$ cat src/rtl/fetch_stage.sv
`default_nettype none
// ============================================================================
//  Module      : fetch_stage
//  Description : Instruction fetch stage of the pipelined RV32 core. Owns the
//                program counter, drives the combinational instruction memory
//                and fills the IF/ID pipeline register. Supports decode stalls,
//                branch/jump redirects with a single flush bubble, and halts on
//                an all-zero word or an out-of-range PC.
//  Ports       :
//    clk              in   system clock, rising edge
//    rst              in   asynchronous active-high reset
//    stall            in   hold PC and IF/ID contents
//    redirect_valid   in   taken branch/jump resolved downstream
//    redirect_target  in   [31:0] new byte PC (low two bits dropped)
//    imem_addr        out  [31:0] byte address to instruction memory (= pc)
//    imem_instr       in   [31:0] instruction word for imem_addr
//    if_id_instr      out  [31:0] registered instruction to decode
//    if_id_pc         out  [31:0] registered PC of if_id_instr
//    if_id_valid      out  if_id_instr is a real instruction (0 = bubble)
//    halted           out  fetch has stopped
//    fetch_count      out  [31:0] number of valid instructions delivered
//  Revision    : 1.0  initial release
// ============================================================================
module fetch_stage #(
  parameter logic [31:0] RESET_PC  = 32'h0000_0000,
  parameter int          MEM_WORDS = 1024
) (
  input  logic        clk,
  input  logic        rst,
  input  logic        stall,
  input  logic        redirect_valid,
  input  logic [31:0] redirect_target,
  output logic [31:0] imem_addr,
  input  logic [31:0] imem_instr,
  output logic [31:0] if_id_instr,
  output logic [31:0] if_id_pc,
  output logic        if_id_valid,
  output logic        halted,
  output logic [31:0] fetch_count
);

  // Memory size in bytes, held in 33 bits so a 4 GiB memory still compares
  // correctly against the full 32-bit pc.
  localparam logic [32:0] c_MEM_BYTES = 33'(MEM_WORDS) * 33'd4;

  typedef enum logic [0:0] {
    ST_RUN  = 1'b0,
    ST_HALT = 1'b1
  } state_t;

  state_t      state_q, state_d;
  logic [31:0] pc_q, pc_d;
  logic [31:0] instr_q, instr_d;
  logic [31:0] ipc_q, ipc_d;
  logic        valid_q, valid_d;
  logic        halted_q, halted_d;
  logic [31:0] count_q, count_d;

  logic        w_out_of_range;
  logic        w_end_of_prog;

  assign w_out_of_range = ({1'b0, pc_q} >= c_MEM_BYTES);
  assign w_end_of_prog  = (imem_instr == 32'h0000_0000);

  always_comb begin
    state_d  = state_q;
    pc_d     = pc_q;
    instr_d  = instr_q;
    ipc_d    = ipc_q;
    valid_d  = valid_q;
    count_d  = count_q;

    if (redirect_valid) begin
      // Redirect beats stall: flush the slot and clear any halt. Masking keeps
      // the target word-aligned.
      pc_d    = redirect_target & ~32'h0000_0003;
      valid_d = 1'b0;
      state_d = ST_RUN;
    end else if (stall) begin
      // Hold everything.
    end else if (state_q == ST_RUN) begin
      if (w_out_of_range || w_end_of_prog) begin
        state_d = ST_HALT;
        valid_d = 1'b0;
      end else begin
        instr_d = imem_instr;
        ipc_d   = pc_q;
        valid_d = 1'b1;
        pc_d    = pc_q + 32'd4;
        count_d = count_q + 32'd1;
      end
    end else begin
      valid_d = 1'b0;
    end

    halted_d = (state_d == ST_HALT);
  end

  always_ff @(posedge clk or posedge rst) begin
    if (rst) begin
      state_q  <= ST_RUN;
      pc_q     <= RESET_PC;
      instr_q  <= 32'h0000_0000;
      ipc_q    <= 32'h0000_0000;
      valid_q  <= 1'b0;
      halted_q <= 1'b0;
      count_q  <= 32'h0000_0000;
    end else begin
      state_q  <= state_d;
      pc_q     <= pc_d;
      instr_q  <= instr_d;
      ipc_q    <= ipc_d;
      valid_q  <= valid_d;
      halted_q <= halted_d;
      count_q  <= count_d;
    end
  end

  assign imem_addr   = pc_q;
  assign if_id_instr = instr_q;
  assign if_id_pc    = ipc_q;
  assign if_id_valid = valid_q;
  assign halted      = halted_q;
  assign fetch_count = count_q;

endmodule
`default_nettype wire

$ cat config.mk
export PLATFORM = sky130hd
export DESIGN_NAME = fetch_stage
export DESIGN_NICKNAME = d
export VERILOG_FILES = /design/src/rtl/fetch_stage.sv
export SDC_FILE = /design/constraint.sdc
export NUM_CORES = 1
export LEC_CHECK = 0
export ABC_AREA = 1
export CAP_MARGIN = 20
export CORE_MARGIN = 2
export CORE_UTILIZATION = 40
export CTS_CLUSTER_SIZE = 12
export DETAILED_ROUTE_END_ITERATION = 8
export GPL_ROUTABILITY_DRIVEN = 0
export HOLD_SLACK_MARGIN = 0.03
export PLACE_DENSITY = 0.77
export SLEW_MARGIN = 20
export SYNTH_ARGS = -nofsm -noshare
export SYNTH_HDL_FRONTEND = slang
export SYNTH_SLANG_ARGS = --single-unit
$ cat constraint.sdc
create_clock -name clk -period 6.2 [get_ports clk]
set_input_delay 1.24 -clock clk [delete_from_list [all_inputs] [get_ports clk]]
set_output_delay 1.24 -clock clk [all_outputs]
set_load 0.01 [all_outputs]
==> results of run 1 <==
[power by group through the flow]
stage                     logic [W]  registers [W]  clock network, W
final                      0.000225       0.000886           0.00105
after global routing       0.000252       0.000891           0.00111
after CTS                  0.000228       0.000886           0.00107
after detailed placement   0.000227       0.000900                 0
after global placement     0.000223       0.000899                 0
after floorplan           0.0000842       0.000907                 0
[worst paths after layout]
check,end,startpoint,slack [ns],cells past startpoint
setup / recovery,if_id_instr[11],redirect_valid,2.56,8
hold / removal,if_id_instr[29],if_id_instr[29],0.47,2
setup reg to reg,if_id_instr[11],imem_addr[12],3.38,10
hold reg to reg,if_id_instr[29],if_id_instr[29],0.47,2
max in group asynchronous,imem_addr[16],rst,3.58,3
min in group asynchronous,imem_addr[26],rst,1.35,2
[routing by layer]
| layer | global-route usage, % | vias to the layer above | routed length [microns] | share of wire (%) |
|---|---|---|---|---|
| met5 | 0 | - | 0 | 0 |
| met1 | 27.73 | 2815 | 7669 | 44 |
| met4 | 8.412 | 0 | 425 | 2.4 |
| met3 | 6.193 | 32 | 1109 | 6.4 |
| li1 | - | 3030 | - | - |
| met2 | 34.06 | 182 | 8224 | 47 |
[cell type report]
cell class                      instances  area [sq um]
Sequential cell                       126          3153
Clock inverter                         15         196.4
Inverter                               56         212.7
Timing Repair Buffer                  198          1988
Clock buffer                           17         425.4
Tap cell                              211         264.0
Multi-Input combinational cell        638          2778
Fill cell                            1405          6297
[cells in the final DEF (no fill, tap or decap), drive strengths merged, types with 4 or more instances in the layout]
master and count:
nand2 375, clkdlybuf4s50 191, dfrtp 126, nand3 112, nor2 93, inv 65, clkbuf 17, nand3b 14
xor2 12, o21ai 8, nand4 7, buf 7, conb 4
[synth_stat cells]
cell type | number | area [sq um]
buf_6 | 1 | 11.26
buf_2 | 16 | 80.08
nor2_4 | 2 | 22.52
nand2_1 | 374 | 1404
nand4_1 | 7 | 43.79
xor2_1 | 12 | 105.1
conb_1 | 1 | 3.750
dfrtp_1 | 126 | 3153
clkinv_1 | 1 | 3.750
a21oi_1 | 1 | 5.000
nor3_1 | 2 | 10.01
or2_2 | 1 | 6.260
nor3_4 | 1 | 16.27
o211ai_1 | 1 | 7.510
nor2_1 | 91 | 341.6
xnor2_1 | 3 | 26.28
nand2_2 | 1 | 6.260
nand3_2 | 2 | 20.02
nand3b_1 | 14 | 105.1
o21ai_0 | 8 | 40.04
nand3_1 | 110 | 550.5
o21bai_1 | 1 | 7.510
buf_1 | 3 | 11.26
buf_4 | 6 | 45.04
inv_1 | 55 | 206.5
ha_1 | 3 | 37.54
clkbuf_1 | 13 | 48.80
[registers in the layout, summed over array words and instances, names as in the netlist]
register	cells
halted	1
imem_addr	30
if_id_pc	30
if_id_valid	1
fetch_count	32
if_id_instr	32
[critical path, cell delays in order]
cell and delay (ns):
clkdlybuf4s50_1 0.39, buf_4 0.25, nor2_4 0.13, buf_4 0.62, nand2_2 0.64, buf_4 0.46, nand2_1 0.11, nand2_1 0.06
[logic make-up (layout without fill, tap and decap cells)]
kind of cell,after synthesis,in the layout
xor+xnor,15,15
compound gates,11,11
fa+ha+maj,3,3
buf+inv,95,286
other cells,1,4
flops,126,126
simple gates,605,605
[stage by stage]
| stage | power [W] | instances | utilization [%] |
|---|---|---|---|
| global placement | 0.001122 | 1227 | 54.57 |
| CTS | 0.002184 | 1260 | 58.81 |
| floorplan | 0.0009913 | 859 | - |
| global route | 0.002249 | 1261 | 58.88 |
| detailed placement | 0.001127 | 1228 | 54.75 |
| finish | 0.002161 | 1261 | 58.88 |
==> metrics.md, run 1 <==
| Metric | Value |
|---|---|
| Clock skew | 0.009682 ns |
| ANT nets after route | 0 |
| Hold-fix buffers, CTS | 0 |
| Largest net degree at the start of global routing | 75 |
| IO Port Bufs | 191 |
| Clock power frac | 48.6% |
| Final Cell Area | between 0.009 and 0.01 sq mm |
| Average cell area after synthesis | about 7.4 sq um |
| Total grt overflow | 0 |
| Setup WS post-layout | around 2.6 ns |
| Startpoint class of the critical path | input port |
| CTS buffer count | 17 |
| Placed cell area | ~0.0084 sq mm |
| FF+latch count, synth | between 100 and 150 |
| Yosys warnings | 0 |
| Hold_ws | about 0.47 ns |
| Core area | between 0.015 and 0.02 sq mm |
| Number of cell rows | 45 |
| Leak Pwr | 4.489 nW |
| Max-cap violations | 0 |
| Fmax | 0.2747 GHz |
| Setup CP Type | input port to flip-flop |
| Adder-Cell Fraction of Synth Area | less than 1% |
| Via count of the routed design | 6059 |
| Xor and xnor fraction of the mapped netlist area | under 10% |
| Share of post-route cells with drive strength above 1 | under 10% |
| Synthesized area | 0.006319 sq mm |
| CTS H-tree depth | 4 |
| Compound-Gate Fraction of Synth Area | less than 1% |
| Crit path DAT | 3.94 ns |
| Clock tree sinks | about 130 |
| GRT Util Overall | 21.43% |
| Setup crit end kind | flip-flop |
| Min Tclk post-route | about 3.6 ns |
| Sequential fraction of the synthesis area | approximately half |
| HPWL Detailed | ~12000 microns |
| TritonCTS clock tree | yes |
| Internal power | 0.001617 W |
| Final-report setup violation count | 0 |
| Worst rel slew slack | a little over two fifths |
| Placement Setup Slack | around 2.1 ns |
| Vias in the first global route | between 5000 and 6000 |
| Starting Density | 41.26% |
| Power per cell area | between 200 and 250 mW/mm^2 |
| Worst Hold Class | flip-flop to flip-flop |
| PostCTS Resize Cnt | 0 |
| Post-synthesis mux area share | 0% |
| Post-CTS Setup Bufs | 0 |
| Sw Pwr | ~0.00054 W |
| Post-layout net count | approximately 1100 |
| Clock Tree Buf Depth | 2 |
| Layout area overhead | 42.71% |
| Sequential share of power | about two fifths |
| Pre-antenna DRT Iters | 5 |
| Root buffer cell | clkbuf_16 |
| Die Wd | ~130 microns |
| Gate power share | roughly a tenth |
| Switching share of power | between 20% and 30% |
| RSZ-0062 raised after global routing | no |
| Main combinational cell family by area after synthesis | simple AND/OR/NAND/NOR gates |
| Final period util | 58.71% |
| Setup TNS | 0 ns |
| First-pass GRT wire length | 28280 microns |
| Worst Path Required | between 6 and 7 ns |
| Initial antenna violation count | 0 |
| # diodes | 0 |
| Worst-Skew Late Latency | 0.42 ns |
| Drc violations | 0 |
| Via density | 4.805 |
| Max rail drop VDD | 196.7 uV |
| Simple-gate share of the synthesized area | approximately 40% |
| Die ar. | approximately 0.017 sq mm |
| Run status | finished clean |
| CP Max Fanout | 74 |
| Chip height | roughly 130 microns |
| Initial drt markers | roughly 400 |
| Final Max Tran Viols | 0 |
| Post-synthesis cell type count | 27 |
| WL/cell | between 10 and 15 microns |
| Hold Vio Cnt, Final | 0 |
| Clk slew on worst S/H paths | 0.06 ns |
| Gate Count Post-Synth | 856 |
| Slew @ Worst Pin | 0.8728 ns |
| Final wirelength | 17430 microns |
| I/O pins | ~200 |
Power figures use the tool's default switching activity.
==> run 2: changes to the inputs <==
--- a/config.mk
+++ b/config.mk
@@ -13,7 +13,7 @@
 export DETAILED_ROUTE_END_ITERATION = 8
 export GPL_ROUTABILITY_DRIVEN = 0
 export HOLD_SLACK_MARGIN = 0.03
-export PLACE_DENSITY = 0.77
+export PLACE_DENSITY = 0.8
 export SLEW_MARGIN = 20
 export SYNTH_ARGS = -nofsm -noshare
 export SYNTH_HDL_FRONTEND = slang
==> constraint.sdc (replaced) <==
create_clock -name clk -period 3.31 [get_ports clk]
set_input_delay 0.662 -clock clk [delete_from_list [all_inputs] [get_ports clk]]
set_output_delay 0.662 -clock clk [all_outputs]
set_load 0.01 [all_outputs]
==> metrics.md, run 2 (synthesis results as in run 1) <==
| Metric | Value |
|---|---|
| Share of post-route cells with drive strength above 1 | 5.024% (+0.45 points) |
| Hold_ws | 0.4643 ns (-0.002172 ns) |
| Setup crit end kind | flip-flop |
| Internal power | 0.002817 W (+74%) |
| CTS buffer count | 17 (unchanged) |
| RSZ-0062 raised after global routing | no |
| Die ar. | 0.01682 sq mm (unchanged) |
| Clock tree sinks | 126 (unchanged) |
| Non-Filler Instances | 1266 (+0.40%) |
| Starting Density | 41.26% (unchanged) |
| Total grt overflow | 0 (unchanged) |
| Sequential share of power | 42.8% (+1.8 points) |
| Initial antenna violation count | 1 (+1) |
| Worst rel slew slack | 46.78% (+5.0 points) |
| Post-CTS Setup Bufs | 0 (unchanged) |
| Pre-antenna DRT Iters | 5 (unchanged) |
| Root buffer cell | clkbuf_16 |
| Hold Vio Cnt, Final | 0 (unchanged) |
| Delay-heaviest family, CP | simple AND/OR/NAND/NOR gates |
| Sw Pwr | 0.001063 W (+96%) |
| Post-layout net count | 1113 (+0.45%) |
| Crit path DAT | 2.53 ns (-1.41 ns) |
| Die Wd | 129.7 microns (unchanged) |
| Worst-Skew Late Latency | 0.42 ns (about the same) |
| Clock skew | 0.009793 ns (+0.0001112 ns) |
| Startpoint class of the critical path | input port |
| Placed Cells | 1233 (+0.41%) |
| Gate power share | 11.0% (+0.6 points) |
| CP Max Fanout | 28 (-62%) |
| Fmax | between 0.4 and 0.5 GHz |
| Critical-path top delay cell | clkdlybuf4s50_1 |
| Setup TNS | 0 ns (unchanged) |
| HPWL Detailed | 12840 microns (+5.9%) |
| Setup CP Type | input port to flip-flop |
| Initial drt markers | 463 (+15%) |
| Layout area overhead | 42.99% |
| Hold-fix buffers, CTS | 0 (unchanged) |
| Final Max Tran Viols | 0 (unchanged) |
| Vias in the first global route | 5973 (+3.8%) |
| Max-cap violations | 0 (unchanged) |
| Min Tclk post-route | about 2.2 ns |
| Via count of the routed design | 6174 (+1.9%) |
| Max rail drop VDD | 328.5 uV (+67%) |
| Final-report setup violation count | 0 (unchanged) |
| CP max stage delay | 0.54 ns (-0.10 ns) |
| Crit-path most repeated cell | nand2_1 |
| Worst Hold Class | flip-flop to flip-flop |
| Crit path cell chain | clkdlybuf4s50_1 -> nor2_4 -> buf_4 -> nand3_2 -> nand2_1 -> nand2_1 |
| ANT nets after route | 0 (unchanged) |
| Crit path buf inv count | 2 (-2) |
| First-pass GRT wire length | 29680 microns (+4.9%) |
| Chip height | 129.7 microns (unchanged) |
| Run status | finished clean |
| Clk slew on worst S/H paths | 0.06 ns (about the same) |
| Via density | 4.877 (+1.5%) |
| CTS H-tree depth | 4 (unchanged) |
| Slew @ Worst Pin | 0.7967 ns (-0.07611 ns) |
| Number of cell rows | 45 (unchanged) |
| Final period util | between 60 and 70% |
| TritonCTS clock tree | yes |
| Power per cell area | 429.5 mW/mm^2 (+79%) |
| Switching share of power | 27.41% (+2.2 points) |
| Worst Path Required | 3.61 ns (-2.89 ns) |
| Largest net degree at the start of global routing | 62 (-17%) |
| IO Port Bufs | 191 (unchanged) |
| I/O pins | 198 (unchanged) |
| # diodes | 0 (unchanged) |
| Most frequent cells in the layout | nand2_1 (374), clkdlybuf4s50_1 (191), dfrtp_1 (126) |
| Clock Tree Buf Depth | 2 (unchanged) |
| GRT Util Overall | 22.31% (+0.88 points) |
| PostCTS Resize Cnt | 0 (unchanged) |
| Leak Pwr | 4.490 nW (about the same) |
| Most common cell after layout, fill and taps aside | nand2_1 |
| Core area | 0.01531 sq mm (unchanged) |
| WL/cell | 14.24 microns (+3.1%) |
| Final wirelength | 18030 microns (+3.5%) |
| Drc violations | 0 (unchanged) |
| Clock power frac | 46.3% (-2.3 points) |
-- run 2: cell type report --
cell class / instances / area (sq um)
multi-input cells: 638 / 2778
well taps: 211 / 264.0
clock buffers: 17 / 425.4
fillers: 1392 / 6280
repair buffers: 203 / 2059
inverters: 56 / 214.0
flip-flops and latches: 126 / 3153
clock inverters: 15 / 141.4
-- run 2: through the flow --
step	utilization, %	power (W)	area, sq um	worst slack, ns
floorplan	-	0.001857	6334	1.095
global placement	55.20	0.002106	8453	0.5875
detailed placement	55.20	0.002115	8453	0.5365
CTS	58.90	0.003916	9020	0.9660
global route	59.00	0.004035	9035	0.8401
finish	59.00	0.003880	9035	1.081
-- run 2: worst paths after layout --
kind                                     from         endpoint  slack [ns]  cells after the start
max in group asynchronous                 rst     if_id_pc[30]        1.80                      3
min in group asynchronous                 rst   fetch_count[1]        0.74                      2
worst max register to register  imem_addr[16]  fetch_count[16]        1.26                      8
worst max-delay path                    stall  fetch_count[16]        1.08                      6
worst min register to register   if_id_pc[25]     if_id_pc[25]        0.46                      2
worst min-delay path             if_id_pc[25]     if_id_pc[25]        0.46                      2
-- run 2: power groups by stage --
stage | clock (W) | combinational [W] | sequential [W]
floorplan | 0 | 0.000158 | 0.00170
global placement | 0 | 0.000422 | 0.00168
detailed placement | 0 | 0.000429 | 0.00169
CTS | 0.00182 | 0.000432 | 0.00166
finish | 0.00179 | 0.000426 | 0.00166
global route | 0.00189 | 0.000473 | 0.00167
-- run 2: metal layers --
layer  vias up  GRT usage (%)  part of all wire (%)  routed length [microns]
li1       3040              -                     -                        -
met1      2882          28.11                    42                     7538
met2       217          36.80                    49                     8904
met3        35          5.780                   6.3                     1127
met4         0          8.792                   2.6                      461
met5         -              0                     0                        0
-- run 2: worst min-delay path: cells and delay by family, from the launching register on --
family	cells	cell delay, ns
buf+inv	1	0.04
flops	1	0.34
simple gates	1	0.05
==> run 3: changes to the inputs <==
==> constraint.sdc (replaced) <==
create_clock -name clk -period 2 [get_ports clk]
set_input_delay 0.4 -clock clk [delete_from_list [all_inputs] [get_ports clk]]
set_output_delay 0.4 -clock clk [all_outputs]
set_load 0.01 [all_outputs]
==> metrics.md, run 3 (synthesis results as in run 1) <==
| Metric | Value |
|---|---|
| Finished Core Util | 61.67% (+2.7 points) |
| Min Tclk post-route | 1.910 ns |
| Clock Tree Buf Depth | 2 (unchanged) |
| Die Wd | 129.7 microns (unchanged) |
| Worst Path Required | 1.60 ns (-2.01 ns) |
| RSZ-0062 raised after global routing | no |
| Setup crit end kind | output pin |
| IO Port Bufs | 191 (unchanged) |
| Crit path DAT | 1.51 ns (-1.02 ns) |
| Delay-heaviest family, CP | buffers and inverters |
| Initial drt markers | 499 (+7.8%) |
| Fill count | 1359 (-2.4%) |
| Worst Reg-to-Reg Cells | 10 (+2) |
| Starting Density | 41.26% (unchanged) |
| Leak Pwr | 4.716 nW (+5.0%) |
| Post-layout net count | 1155 (+3.8%) |
| # diodes | 0 (unchanged) |
| Hold Vio Cnt, Final | 0 (unchanged) |
| Placed Cells | 1272 (+3.2%) |
| R2R Path End | fetch_count[18] |
| WL/cell | 14.41 microns (+1.2%) |
| Max-cap violations | 0 (unchanged) |
| Share of post-route cells with drive strength above 1 | 9.025% (+4.0 points) |
| Multi-input logic area | 0.002804 sq mm (+0.95%) |
| Worst setup startpoint | imem_addr[6] |
| Chip height | 129.7 microns (unchanged) |
| Number of cell rows | 45 (unchanged) |
| Total Power | 0.006544 W (+69%) |
| CP Max Fanout | 8 (-71%) |
| FF/Latch Area | 0.003156 sq mm (about the same) |
| Run status | finished clean |
| Setup TNS | 0 ns (unchanged) |
| Critical-path top delay cell | clkdlybuf4s50_1 |
| GRT Util Overall | 22.70% (+0.39 points) |
| Vias in the first global route | 6047 (+1.2%) |
| CTS buffer count | 17 (unchanged) |
| Crit path buf inv count | 1 (-1) |
| Clock skew | 0.009999 ns (+0.0002053 ns) |
| Largest net degree at the start of global routing | 81 (+31%) |
| Setup WS post-layout | 0.08996 ns (-0.9912 ns) |
| CP max stage delay | 0.60 ns (+0.06 ns) |
| Startpoint class of the critical path | flip-flop |
| Total grt overflow | 0 (unchanged) |
| Non-Filler Instances | 1308 (+3.3%) |
| I/O pins | 198 (unchanged) |
| Fmax | 0.5235 GHz |
| Pre-antenna DRT Iters | 8 (+3) |
| HPWL Detailed | 13310 microns (+3.6%) |
| ANT nets after route | 0 (unchanged) |
| Power per cell area | 692.8 mW/mm^2 (+61%) |
| Via count of the routed design | 6326 (+2.5%) |
| Placement Setup Slack | -0.5344 ns (-1.071 ns) |
| TritonCTS clock tree | yes |
| CTS H-tree depth | 4 (unchanged) |
| Reg2Reg Launch Point | fetch_count[1] |
| Crit path depth | 1 (-5) |
| Worst-Skew Late Latency | 0.41 ns (about the same) |
| Final Max Tran Viols | 0 (unchanged) |
| Crit path cell chain | clkdlybuf4s50_1 |
| Root buffer cell | clkbuf_16 |
| Worst setup path end | imem_addr[6] |
| Die ar. | 0.01682 sq mm (unchanged) |
| Clk slew on worst S/H paths | 0.06 ns (about the same) |
| Core area | 0.01531 sq mm (unchanged) |
| First-pass GRT wire length | 30030 microns (+1.2%) |
| Layout area overhead | 49.49% |
| Via density | 4.836 (-0.83%) |
| Initial antenna violation count | 0 (-1) |
| Drc violations | 0 (unchanged) |
| Final wirelength | 18850 microns (+4.5%) |
| Most common cell after layout, fill and taps aside | nand2_1 |
| Max rail drop VDD | 519.2 uV (+58%) |
| Clock tree sinks | 126 (unchanged) |
| Final-report setup violation count | 0 (unchanged) |
| Most frequent cells in the layout | nand2_1 (374), clkdlybuf4s50_1 (191), dfrtp_1 (124) |
| R2R setup slack | 0.22 ns (-1.04 ns) |
| Final period util | a little over nine tenths |
| Worst Hold Class | input port to async pin |
| Setup CP Type | flip-flop to output pin |
run 3: cell count changes in the layout (fill, tap and decap cells not counted), sizes merged:
cell	change
clkinvlp	-1
clkinv	+2
buf	+41
bufinv	+1
inv	-2
nor3	+1
run 3: worst min path at each step:
stage,endpoint,cells after the start
after global routing,if_id_instr[31],3
after floorplan,halted,1
after global placement,if_id_pc[24],2
after CTS,if_id_pc[2],3
after detailed placement,if_id_pc[21],2
final,if_id_pc[2],3
run 3: layout make-up:
| class | instances | area share, % |
|---|---|---|
| multi-input combinational | 639 | 29.69 |
| clock inverter | 15 | 1.563 |
| sequential | 126 | 33.41 |
| timing repair buffer | 244 | 25.78 |
| tap | 211 | 2.795 |
| inverter | 56 | 2.265 |
| clock buffer | 17 | 4.504 |
run 3: repair_timing:
item	4_1_cts	5_1_grt
setup buffers	0	3
hold buffers	0	0
endpoints found under the setup margin	28	89
cloned	1	0
pin swaps	5	3
gates resized for setup	3	3
run 3: where the power goes:
part / switching [W] / leakage (nW) / internal (W)
registers: 0.0000918 / 1.67 / 0.00264
clock network: 0.00126 / 0.281 / 0.00175
logic: 0.000370 / 2.77 / 0.000433
run 3: layer usage:
layer	GRT usage (%)	part of all wire [%]	wire length, microns
met3	5.409	6.5	1224
met4	9.171	3.0	558
met2	36.34	49	9280
met5	0	0	0
met1	29.76	41	7786
run 3: through the flow:
stage	hold slack (ns)	cell area (sq um)
2_1_floorplan	0.4867	6334
3_3_place_gp	0.4486	8796
3_5_place_dp	0.4518	8796
4_1_cts	0.4266	9389
5_1_grt	0.4620	9445
6_report	0.4194	9445
run 3: tightest hold or removal path, delay by kind of cell:
| kind | cells | cell delay, ns |
|---|---|---|
| buffers and inverters | 3 | 0.81 |
